### src/rtl/fpu_pkg.sv
// Shared FP32 constants and packed result/flag types for the add/sub datapath.
package fpu_pkg;

   localparam int EXP_BIAS = 127;
   localparam int EXP_MAX  = 255;
   localparam int MANT_W   = 23;

   typedef struct packed {
      logic              sign;
      logic [7:0]        exp;
      logic [MANT_W-1:0] frac;
   } fp32_t;

   typedef struct packed {
      logic overflow;
      logic underflow;
      logic inexact;
      logic zero;
   } fp_flags_t;

endpackage

### src/rtl/lzc_32.sv
// Leading-zero counter for a 32-bit word; v flags an all-zero input.
module lzc_32 (
   input  logic [31:0] a,
   output logic [4:0]  c,
   output logic        v
);

   logic found;

   always_comb begin
      c     = '0;
      found = 1'b0;
      for (int i = 31; i >= 0; i--) begin
         if (!found && a[i]) begin
            c     = 5'(31 - i);
            found = 1'b1;
         end
      end
      v = !found;
   end

endmodule

### src/rtl/fp_norm_round_32.sv
// Three-stage normalize / round-to-nearest-even / pack stage for FP32 add/sub.
// S1 counts leading zeros, S2 shifts with denormal limiting, S3 rounds and packs.
module fp_norm_round_32
   import fpu_pkg::*;
#(
   parameter bit FLUSH_DENORM = 1'b0
) (
   input  logic        clk,
   input  logic        rst,
   input  logic        in_valid_i,
   output logic        in_ready_o,
   input  logic        sign_i,
   input  logic [8:0]  exp_i,
   input  logic [31:0] mant_i,
   output logic        out_valid_o,
   input  logic        out_ready_i,
   output logic [31:0] result_o,
   output logic        overflow_o,
   output logic        underflow_o,
   output logic        inexact_o,
   output logic        zero_o
);

   // Handshake: a beat transfers on a clock edge where valid && ready; each
   // stage loads when it is empty or its current beat leaves in that edge.
   logic s1_valid, s2_valid, s3_valid;
   logic s1_free, s2_free, s3_free;

   assign s3_free    = !s3_valid || out_ready_i;
   assign s2_free    = !s2_valid || s3_free;
   assign s1_free    = !s1_valid || s2_free;
   assign in_ready_o = s1_free;

   // ---------------- S1: count ----------------
   logic [4:0]  lz_c;
   logic        zero_c;
   logic        s1_sign, s1_zero;
   logic [8:0]  s1_exp;
   logic [31:0] s1_mant;
   logic [4:0]  s1_lz;

   lzc_32 u_lzc (
      .a(mant_i),
      .c(lz_c),
      .v(zero_c)
   );

   always_ff @(posedge clk) begin
      if (rst) begin
         s1_valid <= 1'b0;
      end else if (s1_free) begin
         s1_valid <= in_valid_i;
         s1_sign  <= sign_i;
         s1_exp   <= exp_i;
         s1_mant  <= mant_i;
         s1_lz    <= lz_c;
         s1_zero  <= zero_c;
      end
   end

   // ---------------- S2: shift ----------------
   logic signed [9:0] exp_m1, e_c;
   logic              tiny_c;
   logic [4:0]        sh_c;
   logic [31:0]       m_c;

   always_comb begin
      exp_m1 = $signed({1'b0, s1_exp}) - 10'sd1;
      // Shift is capped so the exponent never drops below 1; the cap lands a tiny value as a denormal.
      tiny_c = !s1_zero && ($signed({5'b0, s1_lz}) > exp_m1);
      sh_c   = tiny_c ? exp_m1[4:0] : s1_lz;
      m_c    = s1_mant << sh_c;
      e_c    = tiny_c ? 10'sd0 : $signed({1'b0, s1_exp}) - $signed({5'b0, sh_c});
      if (s1_zero) begin
         m_c = '0;
         e_c = '0;
      end
   end

   logic              s2_sign, s2_tiny;
   logic signed [9:0] s2_e;
   logic [31:0]       s2_m;

   always_ff @(posedge clk) begin
      if (rst) begin
         s2_valid <= 1'b0;
      end else if (s2_free) begin
         s2_valid <= s1_valid;
         s2_sign  <= s1_sign;
         s2_e     <= e_c;
         s2_m     <= m_c;
         s2_tiny  <= tiny_c;
      end
   end

   // ---------------- S3: round and pack ----------------
   logic      guard, sticky, inc, ovf_c;
   logic [30:0] base_c, packed_c;
   fp32_t     res_c;
   fp_flags_t flg_c;

   always_comb begin
      res_c  = '0;
      flg_c  = '0;
      guard  = s2_m[7];
      sticky = |s2_m[6:0];
      inc    = guard & (sticky | s2_m[8]);
      // Hidden bit clear means denormal or zero: exponent field is 0 and the add can carry into exp 1.
      base_c   = {(s2_m[31] ? s2_e[7:0] : 8'd0), s2_m[30:8]};
      packed_c = base_c + {30'd0, inc};
      ovf_c    = s2_m[31] && ((s2_e >= $signed(10'(EXP_MAX))) ||
                              (packed_c[30:23] == 8'(EXP_MAX)));

      res_c.sign          = s2_sign;
      {res_c.exp, res_c.frac} = packed_c;
      flg_c.overflow      = ovf_c;
      flg_c.inexact       = guard | sticky | ovf_c;
      flg_c.underflow     = s2_tiny & flg_c.inexact;
      if (ovf_c) begin
         res_c.exp  = 8'(EXP_MAX);
         res_c.frac = '0;
      end
      if (FLUSH_DENORM && s2_tiny) begin
         res_c.exp       = '0;
         res_c.frac      = '0;
         flg_c.underflow = 1'b1;
         flg_c.inexact   = 1'b1;
      end
      flg_c.zero = (res_c.exp == 8'd0) && (res_c.frac == '0);
   end

   fp32_t     s3_res;
   fp_flags_t s3_flg;

   always_ff @(posedge clk) begin
      if (rst) begin
         s3_valid <= 1'b0;
      end else if (s3_free) begin
         s3_valid <= s2_valid;
         s3_res   <= res_c;
         s3_flg   <= flg_c;
      end
   end

   assign out_valid_o = s3_valid;
   assign result_o    = s3_valid ? s3_res : 32'd0;
   assign overflow_o  = s3_valid & s3_flg.overflow;
   assign underflow_o = s3_valid & s3_flg.underflow;
   assign inexact_o   = s3_valid & s3_flg.inexact;
   assign zero_o      = s3_valid & s3_flg.zero;

endmodule

### config.mk
export PLATFORM = sky130hd
export DESIGN_NAME = fp_norm_round_32
export DESIGN_NICKNAME = d
export VERILOG_FILES = /design/src/rtl/fpu_pkg.sv /design/src/rtl/lzc_32.sv /design/src/rtl/fp_norm_round_32.sv
export SDC_FILE = /design/constraint.sdc
export NUM_CORES = 1
export LEC_CHECK = 0
export ABC_AREA = 1
export BUFFER_PORTS_ARGS = -buffer_cell sky130_fd_sc_hd__buf_2
export CORE_MARGIN = 1.5
export CORE_UTILIZATION = 28
export CTS_CLUSTER_SIZE = 28
export DETAILED_ROUTE_END_ITERATION = 8
export SLEW_MARGIN = 20
export SYNTH_ARGS = -nofsm -noshare
export SYNTH_HDL_FRONTEND = slang
export SYNTH_SLANG_ARGS = --single-unit
### constraint.sdc
create_clock -name clk -period 8.5 [get_ports clk]
set_clock_uncertainty 0.15 [all_clocks]
set_input_delay 0 -clock clk [delete_from_list [all_inputs] [get_ports clk]]
set_output_delay 0 -clock clk [all_outputs]
set_load 0.05 [all_outputs]
==> reports/metrics.yaml, run 1 <==
outcome:
  status: "finished, final reports clean"
timing:
  finalMaxSlewViolations: 0
  setup_violations: 0
  grt_setup_unrepaired: "no"
  setup_tns_ns: 0
  layout_min_cycle_time_ns: 5.23
  fin_ws_ns: 3.27
  relSlewSlack: 0.324
  final_hold_viol_count: 0
  fmax_ghz: 0.191
  tightest_slew_ns: 1.01
  fin_crit_sh: 0.616
clocking:
  clock_path_buffers: 2
  cts_tree: "done"
  cts_htree_levels: 4
  clk_pin_slew_ns: 0.07
  cts_buffers: 17
  cts.sinks: 131
  cts_resized: 0
  clk_latency_ns: 0.43
  cts_root_buffer: "clkbuf_16"
detailed_routing:
  drt_iter0_markers: 440
  vias: 6852
  drt-total-wl_mm: 19.2
  postRouteAntennaNets: 0
  dr.pass1.iters: 5
  wl_per_cell_um: 12.6
  drc_errors: 0
  viasPerCell: 4.50
placement:
  hpwl_mm: 14.4
  place.gp.congestion: 0.859
  dp_slack_ns: 3.25
  io_buffers: 83
synth:
  seq_area_frac_synth: 0.469
  async_reset_ff_frac: 0
  synthMuxAreaShare: 0.00120
  synth_area_mm2: 0.00833
  yosys.area_share.adder: 0.0219
  ys.flop_type: "edfxtp_1"
  postSynthAreaPerCell_um2: 8.23
  synth-compound-area-share: 0.113
  synth_top_family_by_area: "simple AND/OR/NAND/NOR gates"
  yosysWarningCount: 0
  synth_edf_count: 128
  synth_cells: 1011
  synth_cell_types: 52
  synth-xor-area-share: 0.0274
  synth_seq_cells: 131
  synth_nets: 1071
  synthSimpleGateAreaFrac: 0.265
worst_setup_path:
  crit_chain: "inv_1, ha_1, xnor2_1, ha_1, nand2_1, inv_1, nand4_1, nand4_1, a21oi_1, nand3b_1, nand2_2, nand2_4, o21ai_4, inv_1, ha_1, nand2_1, nor2_1, a211oi_1, o21ai_0, nor2_1, xnor2_1, nor2_1"
  worstSetupPathType: "register to register"
  worst-path-max-fanout: 33
  r2r_slack_ns: 3.27
  cp_slowest_cell: "o21ai_4"
  critical_path_arrival_ns: 5.26
  endpoint_kind: "register"
  crit_path_start_kind: "register"
  cp.required_ns: 8.52
  max_stage_delay_ns: 0.62
power:
  power_frac_comb: 0.158
  pwr-share-clk: 0.405
  seqPwrFrac: 0.437
  switchingPower_w: 0.000531
  total_leakage_power_nw: 4.64
  switching_share: 0.293
  ir_drop_mv: 0.134
  p_int_w: 0.00128
  powerDensity_mw_per_mm2: 179
global_route:
  antenna_found_initial: 0
  track_usage: 0.128
  grt_max_degree: 49
  grt_pass1_wl_mm: 31.2
  grt_pass1_vias: 6364
  overflow: 0
job:
  max-cap-violations: 0
finish:
  layout-drive-gt1-share: 0.146
  areaGrowthSynthToFinish_pct: 21.7
  seqCellArea_mm2: 0.00390
  multiInputGateArea_mm2: 0.00359
  diodes: 0
  final.fill_count: 3017
  nNetsFinal: 1187
floorplan:
  dieHeight_um: 175
  die_area_mm2: 0.0308
  die_w_um: 175
  io_pins: 84
  core_area_mm2: 0.0290
  initial_core_util: 0.287
  rows: 62
hold_path:
  hold_class: "input port to register"
==> registers in the layout, summed over array words and instances (netlist names), 4 cells and up <==
register,count
s3_flg,4
s1_mant,32
s2_m,32
s3_res,32
s2_e,10
s1_exp,9
s1_lz,5
==> through the flow <==
step                total power, W  cells   util  cell area, µm²  hold slack [ns]
detailed placement         0.00108   1445  0.313            9070           0.0286
global route               0.00190   1524  0.349           10100            0.120
floorplan                 0.000999   1011      -            8330          -0.0809
global placement           0.00107   1445  0.312            9060           0.0294
CTS                        0.00183   1524  0.349           10100            0.123
finish                     0.00181   1524  0.349           10100            0.136
==> repair_timing <==
action                                 in CTS  in global routing
hold buffers                               47                  0
setup buffers                               0                  0
endpoints found under the hold margin      87                  0
==> synthesized netlist by cell type (7+ instances only) <==
cell      number  area, µm²
a21oi_1       20        100
buf_2          7       35.0
clkbuf_1      18       67.6
edfxtp_1     128       3840
ha_1          13        163
inv_1        167        627
nand2_1      198        743
nand3_1       77        385
nand4_1       23        144
nor2_1        92        345
nor3_1        32        160
o211ai_1      41        308
o21ai_0       37        185
o21ai_1       25        125
o21ai_2        7       61.3
o31ai_1        7       52.6
or2_1         13       81.3
or2_2         12       75.1
xor2_1        20        175
==> cell usage in the layout, fill, tap and decap left out, types with 6 or more instances in the layout <==
cell type,count
xnor2_1,6
nor2_1,91
xor2_1,20
nor2_2,6
o31ai_1,7
o211ai_1,41
edfxtp_1,128
a21oi_1,20
ha_1,13
or2_2,12
nor3_1,32
nand3_1,77
or2_1,13
o21ai_2,8
buf_2,83
nand2_1,198
o21ai_0,36
inv_1,166
clkbuf_16,17
dlygate4sd3_1,47
o21ai_1,24
nand4_1,23
==> area by class of cell <==
type,instances,area share
clock buffer,17,0.0420
clock inverter,15,0.0163
inverter,172,0.0637
multi-input combinational,670,0.354
sequential,131,0.385
tap,384,0.0474
timing repair buffer,135,0.0911
==> layer usage <==
layer,part of all wire,global-route usage,vias up
met5,0,0,-
met4,0.014,0.0452,0
met3,0.037,0.0281,19
met2,0.44,0.196,141
met1,0.51,0.178,3057
li1,-,-,3635
==> final timing paths <==
kind,startpoint,cells after the start,to
hold reg to reg,s1_sign,0,s2_sign
setup / recovery,s1_exp[0],22,s2_e[7]
hold / removal,sign_i,2,s1_sign
setup reg to reg,s1_exp[0],22,s2_e[7]
==> power groups by stage <==
stage / clock [W] / combinational, W / sequential, W
finish: 0.000735 / 0.000286 / 0.000792
global placement: 0 / 0.000266 / 0.000805
detailed placement: 0 / 0.000269 / 0.000806
CTS: 0.000753 / 0.000286 / 0.000793
global route: 0.000777 / 0.000322 / 0.000798
floorplan: 0 / 0.000201 / 0.000797
==> cells by family (layout without fill, tap and decap cells) <==
kind of cell,Yosys count,after routing
compound gates,149,149
xor+xnor,26,26
fa+ha+maj,14,14
buf+inv,210,339
flops,131,131
mux,1,1
simple gates,480,480
==> worst max-delay path, delay by kind of cell (launching register included) <==
kind / cells / cell delay (ns)
AO/OA/AOI/OAI: 4 / 1.25
adder cells (fa/ha/maj): 3 / 1.07
AND/OR/NAND/NOR: 10 / 0.89
buffers and inverters: 3 / 0.79
XOR/XNOR: 2 / 0.44
flip-flops: 1 / 0.38
Power figures use the tool's default switching activity.
==> inputs of run 2 (changes only) <==
Clock period 8.5 ns to 4.5 ns, I/O delays scaled along.
==> run 2 against run 1 <==
Final area rose by 0.46%; worst hold slack improved by 0.0083 ns; wire length fell by 1.6%; setup slack got worse by 2.9 ns; register-to-register slack got worse by 2.9 ns; die area did not move; non-clock buffer count rose by 4; clock-buffer cell count rose by 3; combinational power rose by 88%; power rose by 90%; critical path type unchanged.
==> reports/metrics.yaml, run 2 (synthesis gave the netlist of run 1 again) <==
placement:
  io_buffers: 83  # unchanged
  place.gp.congestion: 0.842  # was 0.859
  hpwl_mm: 14.2  # was 14.4 mm
finish:
  nNetsFinal: 1191  # was 1187
  final_cell_mix: "nand2_1, inv_1, edfxtp_1"  # unchanged
  layout-drive-gt1-share: 0.153  # was 0.146
  largestRegisters: "s1_mant x32, s2_m x32, s3_res x32"  # unchanged
  diodes: 0  # unchanged
  final.fill_count: 3037  # was 3017
  final_util: 0.351  # was 0.349
  layout_commonest_cell: "nand2_1"  # unchanged
  areaGrowthSynthToFinish_pct: 22.3  # was 21.7%
timing:
  finalMaxSlewViolations: 0  # unchanged
  fin_crit_sh: 0.915  # was 0.616
  setup_tns_ns: 0  # unchanged
  tightest_slew_ns: 0.985  # was 1.01 ns
  grt_setup_unrepaired: "no"  # unchanged
  setup_violations: 0  # unchanged
  layout_min_cycle_time_ns: 4.12  # was 5.23 ns
  whs_ns: 0.145  # was 0.136 ns
  fmax_ghz: 0.243  # was 0.191 GHz
  relSlewSlack: 0.344  # was 0.324
  final_hold_viol_count: 0  # unchanged
detailed_routing:
  dr.pass1.iters: 5  # unchanged
  postRouteAntennaNets: 0  # unchanged
  drt-total-wl_mm: 18.8  # was 19.2 mm
  vias: 6952  # was 6852
  wl_per_cell_um: 12.3  # was 12.6 µm
  drc_errors: 0  # unchanged
  drt_iter0_markers: 499  # was 440
  viasPerCell: 4.55  # was 4.50
worst_setup_path:
  critical_path_arrival_ns: 4.14  # was 5.26 ns
  endpoint_kind: "register"  # unchanged
  crit_chain: "nor3_2, xor2_2, ha_1, nand2_1, inv_1, nand4_1, nand4_1, a21oi_1, nand3b_1, nand2_2, nand2_4, nand2_1, o21ai_2, inv_1, buf_4, o21ai_0, o21ai_0, nand2_1, nand3_1, nand2_1"  # was inv_1, ha_1, xnor2_1, ha_1, nand2_1, inv_1, nand4_1, nand4_1, a21oi_1, nand3b_1, nand2_2, nand2_4, o21ai_4, inv_1, ha_1, nand2_1, nor2_1, a211oi_1, o21ai_0, nor2_1, xnor2_1, nor2_1
  cp_slowest_cell: "edfxtp_1"  # was o21ai_4
  worstSetupPathType: "register to register"  # unchanged
  r2r_slack_ns: 0.38  # was 3.27 ns
  worst-path-max-fanout: 47  # was 33
  cp_common_cell: "nand2_1"
  r2r_cells: 20  # was 22
  max_stage_delay_ns: 0.50  # was 0.62 ns
  cp.required_ns: 4.52  # was 8.52 ns
  crit_path_start_kind: "register"  # unchanged
hold_path:
  hold_class: "input port to register"  # unchanged
  min_delay_path_depth: 2  # unchanged
global_route:
  overflow: 0  # unchanged
  grt_max_degree: 49  # unchanged
  grt_pass1_wl_mm: 31.2  # unchanged
  track_usage: 0.125  # was 0.128
  antenna_found_initial: 0  # unchanged
  grt_pass1_vias: 6435  # was 6364
clocking:
  cts_root_buffer: "clkbuf_16"  # unchanged
  clk_pin_slew_ns: 0.06  # was 0.07 ns
  cts_htree_levels: 4  # unchanged
  clock_path_buffers: 2  # unchanged
  cts.sinks: 131  # unchanged
  cts_tree: "done"  # unchanged
  clk_latency_ns: 0.42  # was 0.43 ns
  cts_setup_buffers: 0  # unchanged
  cts_buffers: 17  # unchanged
power:
  total_leakage_power_nw: 4.66  # was 4.64 nW
  powerDensity_mw_per_mm2: 338  # was 179 mW/mm²
  ir_drop_mv: 0.295  # was 0.134 mV
  seqPwrFrac: 0.436  # was 0.437
  p_int_w: 0.00251  # was 0.00128 W
  p_total_w: 0.00344  # was 0.00181 W
  switching_share: 0.271  # was 0.293
  pwr-share-clk: 0.408  # was 0.405
  power_frac_comb: 0.157  # was 0.158
  switchingPower_w: 0.000933  # was 0.000531 W
outcome:
  status: "finished, final reports clean"  # unchanged
floorplan:
  rows: 62  # unchanged
  die_area_mm2: 0.0308  # unchanged
  dieHeight_um: 175  # unchanged
  die_w_um: 175  # unchanged
  io_pins: 84  # unchanged
  initial_core_util: 0.287  # unchanged
  core_area_mm2: 0.0290  # unchanged
job:
  max-cap-violations: 0  # unchanged
-- run 2: what timing repair did --
item | 4_1_cts | 5_1_grt
setup endpoints to repair | 0 | 19
hold buffers | 45 | 0
endpoints found under the hold margin | 87 | 0
resized for setup | 0 | 8
-- run 2: metrics by stage --
stage               instance area (µm²)  worst slack (ns)  std cells
floorplan                          8330             0.481       1011
global placement                   9110             0.340       1451
detailed placement                 9110             0.239       1451
CTS                               10200             0.233       1528
global route                      10200            0.0125       1528
finish                            10200             0.384       1528
-- run 2: layout make-up --
| type | count | area [µm²] | share of cell area |
|---|---|---|---|
| Multi-Input combinational cell | 670 | 3610 | 0.354 |
| Sequential cell | 131 | 3900 | 0.383 |
| Timing Repair Buffer | 139 | 948 | 0.0932 |
| Inverter | 172 | 648 | 0.0637 |
| Clock buffer | 20 | 437 | 0.0429 |
| Tap cell | 384 | 480 | 0.0472 |
| Clock inverter | 12 | 154 | 0.0151 |
-- run 2: layer usage --
layer	part of all wire	up-vias	track usage	wire length, µm
met1	0.50	3140	0.172	9410
li1	-	3637	-	-
met4	0.0076	0	0.0306	144
met2	0.45	164	0.201	8450
met5	0	-	0	0
met3	0.045	11	0.0271	841
-- run 2: worst paths after layout --
path | startpoint | to
setup / recovery | s1_exp[2] | s2_m[29]
hold / removal | exp_i[8] | s1_exp[8]
setup reg to reg | s1_exp[2] | s2_m[29]
hold reg to reg | s1_sign | s2_sign
-- run 2: critical path, delay by kind of cell, from the launching register on --
kind / cells / cell delay, ns
adders and majority gates: 1 / 0.28
buffers and inverters: 3 / 0.56
and+or+nand+nor: 11 / 1.31
DFF: 1 / 0.50
AOI/OAI and AO/OA: 4 / 0.84
xor gates and xnor gates: 1 / 0.22
-- run 2: power groups by stage --
stage,Sequential [W],Combinational (W),Clock [W]
floorplan,0.00151,0.000380,0
CTS,0.00150,0.000539,0.00143
finish,0.00150,0.000539,0.00140
global placement,0.00152,0.000502,0
global route,0.00151,0.000609,0.00148
detailed placement,0.00153,0.000506,0
